==> src/rtl/iobus_port_bank.sv <==
// ---------------------------------------------------------------------------
// iobus_port_bank
//
// Memory-mapped bank of input and output ports for an MCU IO bus.
// - N_IN external input channels. Each one is synchronised through two flops
//   and can be read back from IN[i].
// - N_OUT registered external output channels, written through OUT[i].
// - An optional change-detect interrupt block with PEND (write-1-to-clear)
//   and ENA registers.
//
// Register map (word addresses; iobus_addr[1:0] is ignored):
//   BASE + 0x00 + 4*i : IN[i]   read-only, synchronised ext_in channel i
//   BASE + 0x40 + 4*i : OUT[i]  read/write, drives ext_out channel i
//   BASE + 0x80       : PEND    change-pending flags, write 1 to clear
//   BASE + 0x84       : ENA     interrupt enable per input channel
// Unmapped addresses and out-of-range indices read 0. Writes to them are ignored.
//
// Configuration macro: IOBUS_PORT_INTR_EN
//   defined   -> PEND, ENA, change detection and intr are present
//   undefined -> no interrupt storage, intr tied 0, PEND/ENA read 0
//
// Ports:
//   clk        in   clock, rising edge
//   RST        in   asynchronous active-low reset
//   iobus_addr in   [31:0] MCU IO address
//   iobus_out  in   [31:0] MCU write data
//   iobus_wr   in   write strobe, one cycle per store
//   iobus_in   out  [31:0] combinational read data
//   ext_in     in   [N_IN*DATA_W-1:0] asynchronous external inputs
//   ext_out    out  [N_OUT*DATA_W-1:0] registered external outputs
//   intr       out  registered level interrupt request
// ---------------------------------------------------------------------------
module iobus_port_bank #(
    parameter int          DATA_W    = 32,
    parameter int          N_IN      = 4,
    parameter int          N_OUT     = 4,
    parameter logic [31:0] BASE_ADDR = 32'h11000000
) (
    input  logic                      clk,
    input  logic                      RST,
    input  logic [31:0]               iobus_addr,
    input  logic [31:0]               iobus_out,
    input  logic                      iobus_wr,
    output logic [31:0]               iobus_in,
    input  logic [N_IN*DATA_W-1:0]    ext_in,
    output logic [N_OUT*DATA_W-1:0]   ext_out,
    output logic                      intr
);

    localparam int IW = N_IN * DATA_W;
    localparam int OW = N_OUT * DATA_W;

    // Word offset from the base. An address below BASE wraps to a huge
    // offset, so every region check below rejects it.
    logic [29:0]       rel_s;
    logic [3:0]        idx_s;
    logic              sel_in_s;
    logic              sel_out_s;
    logic              sel_pend_s;
    logic              sel_ena_s;

    logic [IW-1:0]     sync1_r;
    logic [IW-1:0]     sync2_r;
    logic [OW-1:0]     out_r;

    logic [DATA_W-1:0] in_word_s;
    logic [DATA_W-1:0] out_word_s;
    logic [31:0]       pend_rd_s;
    logic [31:0]       ena_rd_s;
    logic [31:0]       rd_data_s;

    logic              unused_s;

    assign rel_s      = iobus_addr[31:2] - BASE_ADDR[31:2];
    assign idx_s      = rel_s[3:0];
    assign sel_in_s   = (rel_s[29:4] == 26'd0);
    assign sel_out_s  = (rel_s[29:4] == 26'd1);
    assign sel_pend_s = (rel_s == 30'd32);
    assign sel_ena_s  = (rel_s == 30'd33);

    // Byte lane bits and write-data bits above the channel width are not used.
    assign unused_s = ^{iobus_addr[1:0], iobus_out};

    // Two-flop synchroniser for every external input channel.
    always_ff @(posedge clk or negedge RST) begin
        if (!RST) begin
            sync1_r <= {IW{1'b0}};
            sync2_r <= {IW{1'b0}};
        end else begin
            sync1_r <= ext_in;
            sync2_r <= sync1_r;
        end
    end

    // Output port registers, loaded by stores to OUT[i].
    always_ff @(posedge clk or negedge RST) begin
        if (!RST) begin
            out_r <= {OW{1'b0}};
        end else begin
            for (int i = 0; i < N_OUT; i++) begin
                if (iobus_wr && sel_out_s && (idx_s == 4'(i))) begin
                    out_r[i*DATA_W +: DATA_W] <= iobus_out[DATA_W-1:0];
                end
            end
        end
    end

    assign ext_out = out_r;

`ifdef IOBUS_PORT_INTR_EN
    logic [IW-1:0]   prev_r;
    logic [N_IN-1:0] pend_r;
    logic [N_IN-1:0] ena_r;
    logic            intr_r;
    logic [N_IN-1:0] chg_s;
    logic [N_IN-1:0] clr_s;

    // A channel has changed when its synchronised value differs from the
    // value it had one cycle earlier.
    always_comb begin
        chg_s = {N_IN{1'b0}};
        for (int i = 0; i < N_IN; i++) begin
            chg_s[i] = (sync2_r[i*DATA_W +: DATA_W] != prev_r[i*DATA_W +: DATA_W]);
        end
    end

    assign clr_s = (iobus_wr && sel_pend_s) ? iobus_out[N_IN-1:0] : {N_IN{1'b0}};

    // Change history, pending flags (a set wins over a clear at the same edge),
    // enable mask, and the interrupt request registered from the pending flags.
    always_ff @(posedge clk or negedge RST) begin
        if (!RST) begin
            prev_r <= {IW{1'b0}};
            pend_r <= {N_IN{1'b0}};
            ena_r  <= {N_IN{1'b0}};
            intr_r <= 1'b0;
        end else begin
            prev_r <= sync2_r;
            pend_r <= (pend_r & ~clr_s) | chg_s;
            if (iobus_wr && sel_ena_s) begin
                ena_r <= iobus_out[N_IN-1:0];
            end
            intr_r <= |(pend_r & ena_r);
        end
    end

    assign pend_rd_s = 32'(pend_r);
    assign ena_rd_s  = 32'(ena_r);
    assign intr      = intr_r;
`else
    assign pend_rd_s = 32'd0;
    assign ena_rd_s  = 32'd0;
    assign intr      = 1'b0;
`endif

    // One-hot OR mux that selects the addressed input and output channels.
    always_comb begin
        in_word_s  = {DATA_W{1'b0}};
        out_word_s = {DATA_W{1'b0}};
        for (int i = 0; i < N_IN; i++) begin
            in_word_s = in_word_s |
                ((idx_s == 4'(i)) ? sync2_r[i*DATA_W +: DATA_W] : {DATA_W{1'b0}});
        end
        for (int j = 0; j < N_OUT; j++) begin
            out_word_s = out_word_s |
                ((idx_s == 4'(j)) ? out_r[j*DATA_W +: DATA_W] : {DATA_W{1'b0}});
        end
    end

    // Read data mux. Indices with no channel fall through the OR mux as 0.
    always_comb begin
        rd_data_s = 32'd0;
        if (sel_in_s) begin
            rd_data_s = 32'(in_word_s);
        end else if (sel_out_s) begin
            rd_data_s = 32'(out_word_s);
        end else if (sel_pend_s) begin
            rd_data_s = pend_rd_s;
        end else if (sel_ena_s) begin
            rd_data_s = ena_rd_s;
        end else begin
            rd_data_s = 32'd0;
        end
    end

    assign iobus_in = rd_data_s;

endmodule

==> config.mk <==
export PLATFORM = sky130hd
export DESIGN_NAME = iobus_port_bank
export DESIGN_NICKNAME = d
export VERILOG_FILES = /design/src/rtl/iobus_port_bank.sv
export SDC_FILE = /design/constraint.sdc
export NUM_CORES = 1
export LEC_CHECK = 0
export ABC_CLOCK_PERIOD_IN_PS = 3300
export CAP_MARGIN = 20
export CELL_PAD_IN_SITES_DETAIL_PLACEMENT = 1
export CELL_PAD_IN_SITES_GLOBAL_PLACEMENT = 1
export CORE_MARGIN = 2
export CORE_UTILIZATION = 29
export DETAILED_ROUTE_END_ITERATION = 7
export PLACE_DENSITY = 0.7
export RECOVER_POWER = 100
export SKIP_CTS_REPAIR_TIMING = 1
export SLEW_MARGIN = 20
export SYNTH_ARGS = -nofsm -noshare
export SYNTH_HDL_FRONTEND = slang
export SYNTH_SLANG_ARGS = --single-unit
==> constraint.sdc <==
create_clock -name clk -period 3.3 [get_ports clk]
set_clock_uncertainty 0.05 [all_clocks]
set_input_delay 0.99 -clock clk [delete_from_list [all_inputs] [get_ports clk]]
set_output_delay 0.99 -clock clk [all_outputs]
set_load 0.005 [all_outputs]
# Word-level counts from Yosys, hierarchy flattened
# Cells that the tools add are included.
# totals
output_inout_bits	161
reg_bits	384
word_cells	34
# op_classes
add_sub_neg	1
n_eq_ne	4
reduce_logical	7
muxes	10
n_bitwise	6
# ops
operator	count
$mux 32	10
$or 32x32->32	6
$sub 30x27->30 const B	1
$eq 26x1->1 const B	1
$logic_not 26->1	1
$eq 4x2->1 const B	2
$logic_and 1x1->1	5
$eq 4x1->1 const B	1
$logic_not 4->1	1

# Longest topological paths before layout
# depth
ltp_word	8
ltp_mapped	6
depth_no_buf	4

# Worst setup path after synthesis
# Ideal clock, no wire load.
# synth_timing
kind	input to output
start	in iobus_addr[13]
end	out iobus_in[10]
arrival_ps	2357
stages	6
setup_slack_ps	-97
path_cell_list	nor4_2 -> nand4_4 -> or2_2 -> clkbuf_1 -> clkbuf_1 -> nor2_1
# synth_between
elab_chain_cells	4
word_cells_on_any_way	5
# synth_lines
element	line_no	rtl
start: declaration	41	input logic [31:0] iobus_addr,
$sub 30x27->30 *	74	assign rel_s = iobus_addr[31:2] - BASE_ADDR[31:2];
$eq 26x1->1	77	assign sel_out_s = (rel_s[29:4] == 26'd1);
$mux 32	175	end else if (sel_out_s) begin
$mux 32 *	173	if (sel_in_s) begin
end: declaration	44	output logic [31:0] iobus_in,
# Every way passes the cells marked *; elsewhere a longest branch is shown, timed or not.

# Worst setup path in the final report
# layout_timing
start	in iobus_addr[18]
end	out iobus_in[14]
# Same word-level chain as after synthesis.

==> out/qor.json <==
{
  "outcome": {"value": "complete, but fails checks"},
  "violated_checks": {"value": "max-capacitance violations, max-slew violations, negative setup slack"},
  "report.final.setup_viol": {"value": 31},
  "fraction_of_layout_instances_using_a_drive_strength_above_1": {"value": 0.3738},
  "die-width": {"value": 222.5, "unit": "µm"},
  "static_leakage": {"value": 9.072, "unit": "nW"},
  "synth-main-ff-cell": {"value": "sky130_fd_sc_hd__dfrtp_1"},
  "dp_hpwl": {"value": 28050, "unit": "µm"},
  "synth_cell_type_count": {"value": 22},
  "globalplace.congestion": {"value": 0.7734},
  "core_region_area": {"value": 0.04745, "unit": "mm²"},
  "hold-worst-slack": {"value": 0.2880, "unit": "ns"},
  "number_of_vias_in_the_routed_layout": {"value": 8034},
  "count_of_flip_flops_with_a_built_in_enable_after_synthesis": {"value": 0},
  "synthSimpleGateAreaFrac": {"value": 0.02512},
  "drt_via_density": {"value": 4.461},
  "final_nets": {"value": 1339},
  "critical_path.max_fanout": {"value": 4},
  "clock_tree_buf_depth": {"value": 3},
  "slew_violations": {"value": 66},
  "mostFrequentLayoutCell": {"value": "sky130_fd_sc_hd__dfrtp_1"},
  "fmax": {"value": 283.3, "unit": "MHz"},
  "synth_cells": {"value": 695},
  "required": {"value": 2.26, "unit": "ns"},
  "timing.critical_path.from_type": {"value": "input port"},
  "synth_top_family_by_area": {"value": "multiplexers"},
  "clock-root-buffer": {"value": "sky130_fd_sc_hd__clkbuf_16"},
  "placement.setup.worst_slack": {"value": -0.9812, "unit": "ns"},
  "total_power": {"value": 10.54, "unit": "mW"},
  "layout.cells.most_common_list": {"value": "384 x sky130_fd_sc_hd__dfrtp_1, 161 x sky130_fd_sc_hd__clkdlybuf4s50_1, 128 x sky130_fd_sc_hd__dlygate4sd3_1, 120 x sky130_fd_sc_hd__mux2_4, 64 x sky130_fd_sc_hd__mux4_2"},
  "cell_count_after_placement": {"value": 1685},
  "detail_route.drc_violations": {"value": 0},
  "hp-class": {"value": "reg -> reg"},
  "overall_fraction_of_global_route_tracks_in_use": {"value": 0.1603},
  "final.setup.worst_slack": {"value": -0.2294, "unit": "ns"},
  "synth.cell_area": {"value": 0.01385, "unit": "mm²"},
  "post_synth_xor_area_fraction": {"value": 0},
  "route.detailed.wl_per_inst": {"value": 22.61, "unit": "µm"},
  "seq_area_frac_synth": {"value": 0.6939},
  "overflow_left_after_global_routing": {"value": 0},
  "pin_count_of_the_biggest_net_entering_global_routing": {"value": 66},
  "postSynthRegisterBits": {"value": 384},
  "fp.dieH": {"value": 222.5, "unit": "µm"},
  "dieArea": {"value": 0.04952, "unit": "mm²"},
  "tritoncts": {"value": "done"},
  "asyncSetResetFlopFracSynth": {"value": 1.000},
  "initial_utilization": {"value": 0.2919},
  "finalWorstPathRequiredPeriod": {"value": 3.529, "unit": "ns"},
  "insertion_delay": {"value": 0.55, "unit": "ns"},
  "critical-path-top-delay-family": {"value": "simple AND/OR/NAND/NOR gates"},
  "power_per_cell_area": {"value": 510.5, "unit": "mW/mm²"},
  "io-pin-count": {"value": 356},
  "drt-initial-drc-count": {"value": 356},
  "critical_path.startpoint": {"value": "iobus_addr[18]"},
  "cts_inserted_buffers": {"value": 43},
  "vias_in_the_first_global_route": {"value": 9226},
  "timing.critical_path.slowest_cell_delay": {"value": 0.33, "unit": "ns"},
  "cap_viol_max_count": {"value": 1},
  "yosys.area_share.adder": {"value": 0},
  "total_number_of_yosys_warnings": {"value": 0},
  "hold_path_startpoint": {"value": "sync1_r[31]$_DFF_PN0_"},
  "max_slew.worst_pin.slew": {"value": 1.704, "unit": "ns"},
  "fp-row-count": {"value": 80},
  "cell_count_final_fillers_out": {"value": 1801},
  "launch_instance_of_the_worst_register_to_register_path": {"value": "ext_out[7]$_DFFE_PN0P_"},
  "initial_antenna_violation_count": {"value": 10},
  "portBuffers": {"value": 352},
  "timing.critical_path.cells": {"value": "buf_6, nor4_4, nand3_2, or2_4, buf_12, buf_8, clkbuf_16, nor2_4, clkbuf_2"},
  "clock_sinks": {"value": 384},
  "worst_slew_margin_rel": {"value": -0.1359},
  "report.final.hold_viol_count": {"value": 0},
  "share_of_the_clock_period_used_by_the_worst_path": {"value": 1.070},
  "timing.critical_path.buf_inv": {"value": 5},
  "cp-end-kind": {"value": "output pin"},
  "vdd_ir_drop_max": {"value": 0.4607, "unit": "mV"},
  "detail_route.wirelength": {"value": 40730, "unit": "µm"},
  "unrepaired_setup_endpoints_after_global_routing": {"value": "yes"},
  "cts.clk_slew.worst_paths": {"value": 0.06, "unit": "ns"},
  "synth_compound_area_frac": {"value": 0},
  "mapped_nets": {"value": 890},
  "avgSynthCellArea": {"value": 19.93, "unit": "µm²"},
  "cts_htree_levels": {"value": 2},
  "crit_slowest_cell": {"value": "sky130_fd_sc_hd__or2_4"},
  "critical_path_class": {"value": "in -> out"},
  "first_pass_iters": {"value": 4},
  "post_synth_mux_area_share": {"value": 0.2638},
  "grt_pass1_wl": {"value": 59110, "unit": "µm"},
  "syn_to_final_growth": {"value": 49.10, "unit": "%"},
  "cp_data_arrival_time": {"value": 2.49, "unit": "ns"},
  "drtAntennaViolNets": {"value": 0}
}
stage by stage:
step / area [µm²] / setup TNS [ns] / utilization
2_1_floorplan: 13900 / -0.07962 / -
3_3_place_gp: 18700 / -36.95 / 0.3942
3_5_place_dp: 18700 / -40.28 / 0.3942
4_1_cts: 20200 / -30.27 / 0.4257
5_1_grt: 20640 / -6.670 / 0.4350
6_report: 20650 / -4.640 / 0.4352
cell type report:
| type | instances | area, µm² |
|---|---|---|
| Clock buffer | 61 | 1235 |
| Antenna cell | 9 | 22.52 |
| Multi-Input combinational cell | 276 | 4294 |
| Sequential cell | 384 | 9609 |
| Timing Repair Buffer | 439 | 4459 |
| Fill cell | 4643 | 26800 |
| Clock inverter | 17 | 257.7 |
| Tap cell | 615 | 769.5 |
sequential cells by signal (all words and copies together) (netlist names):
| signal | cells |
|---|---|
| ext_out | 128 |
| sync1_r | 128 |
| sync2_r | 128 |
metal layers:
| layer | share of wire | GRT usage |
|---|---|---|
| met5 | 0.00069 | 0 |
| met4 | 0.023 | 0.04611 |
| met3 | 0.067 | 0.04853 |
| met2 | 0.50 | 0.2655 |
| met1 | 0.41 | 0.2031 |
kinds of logic after synthesis:
family,Yosys count
muxes,224
other,1
and+or+nand+nor,51
buffers and inverters,35
DFF,384
report_power, final:
| group | internal, mW | switching, mW |
|---|---|---|
| registers | 4.87 | 0.0467 |
| clock network | 3.08 | 1.91 |
| logic | 0.335 | 0.298 |
| total | 8.28 | 2.26 |
synthesized netlist by cell type, types with 3 or more instances:
cell                         n  area share
sky130_fd_sc_hd__clkbuf_1   11      0.0030
sky130_fd_sc_hd__dfrtp_1   384        0.69
sky130_fd_sc_hd__mux4_2     64        0.10
sky130_fd_sc_hd__nor2_1     32      0.0087
sky130_fd_sc_hd__buf_2       7      0.0025
sky130_fd_sc_hd__mux2i_1    32       0.023
sky130_fd_sc_hd__mux2_2      8      0.0065
sky130_fd_sc_hd__buf_1       4      0.0011
sky130_fd_sc_hd__nor4_2      3      0.0027
sky130_fd_sc_hd__nor4_4      4      0.0061
sky130_fd_sc_hd__buf_6      12      0.0098
sky130_fd_sc_hd__mux2_4    120        0.13
final timing paths:
path | slack (ns) | depth (start not counted) | end
worst max-delay path | -0.23 | 9 | iobus_in[14]
worst min-delay path | 0.29 | 0 | sync2_r[31]$_DFF_PN0_
worst max register to register | 2.41 | 1 | ext_out[7]$_DFFE_PN0P_
worst min register to register | 0.29 | 0 | sync2_r[31]$_DFF_PN0_
max in group asynchronous | 0.51 | 2 | sync2_r[50]$_DFF_PN0_
min in group asynchronous | 0.83 | 1 | sync1_r[41]$_DFF_PN0_
(Power assumes the default switching activity.)
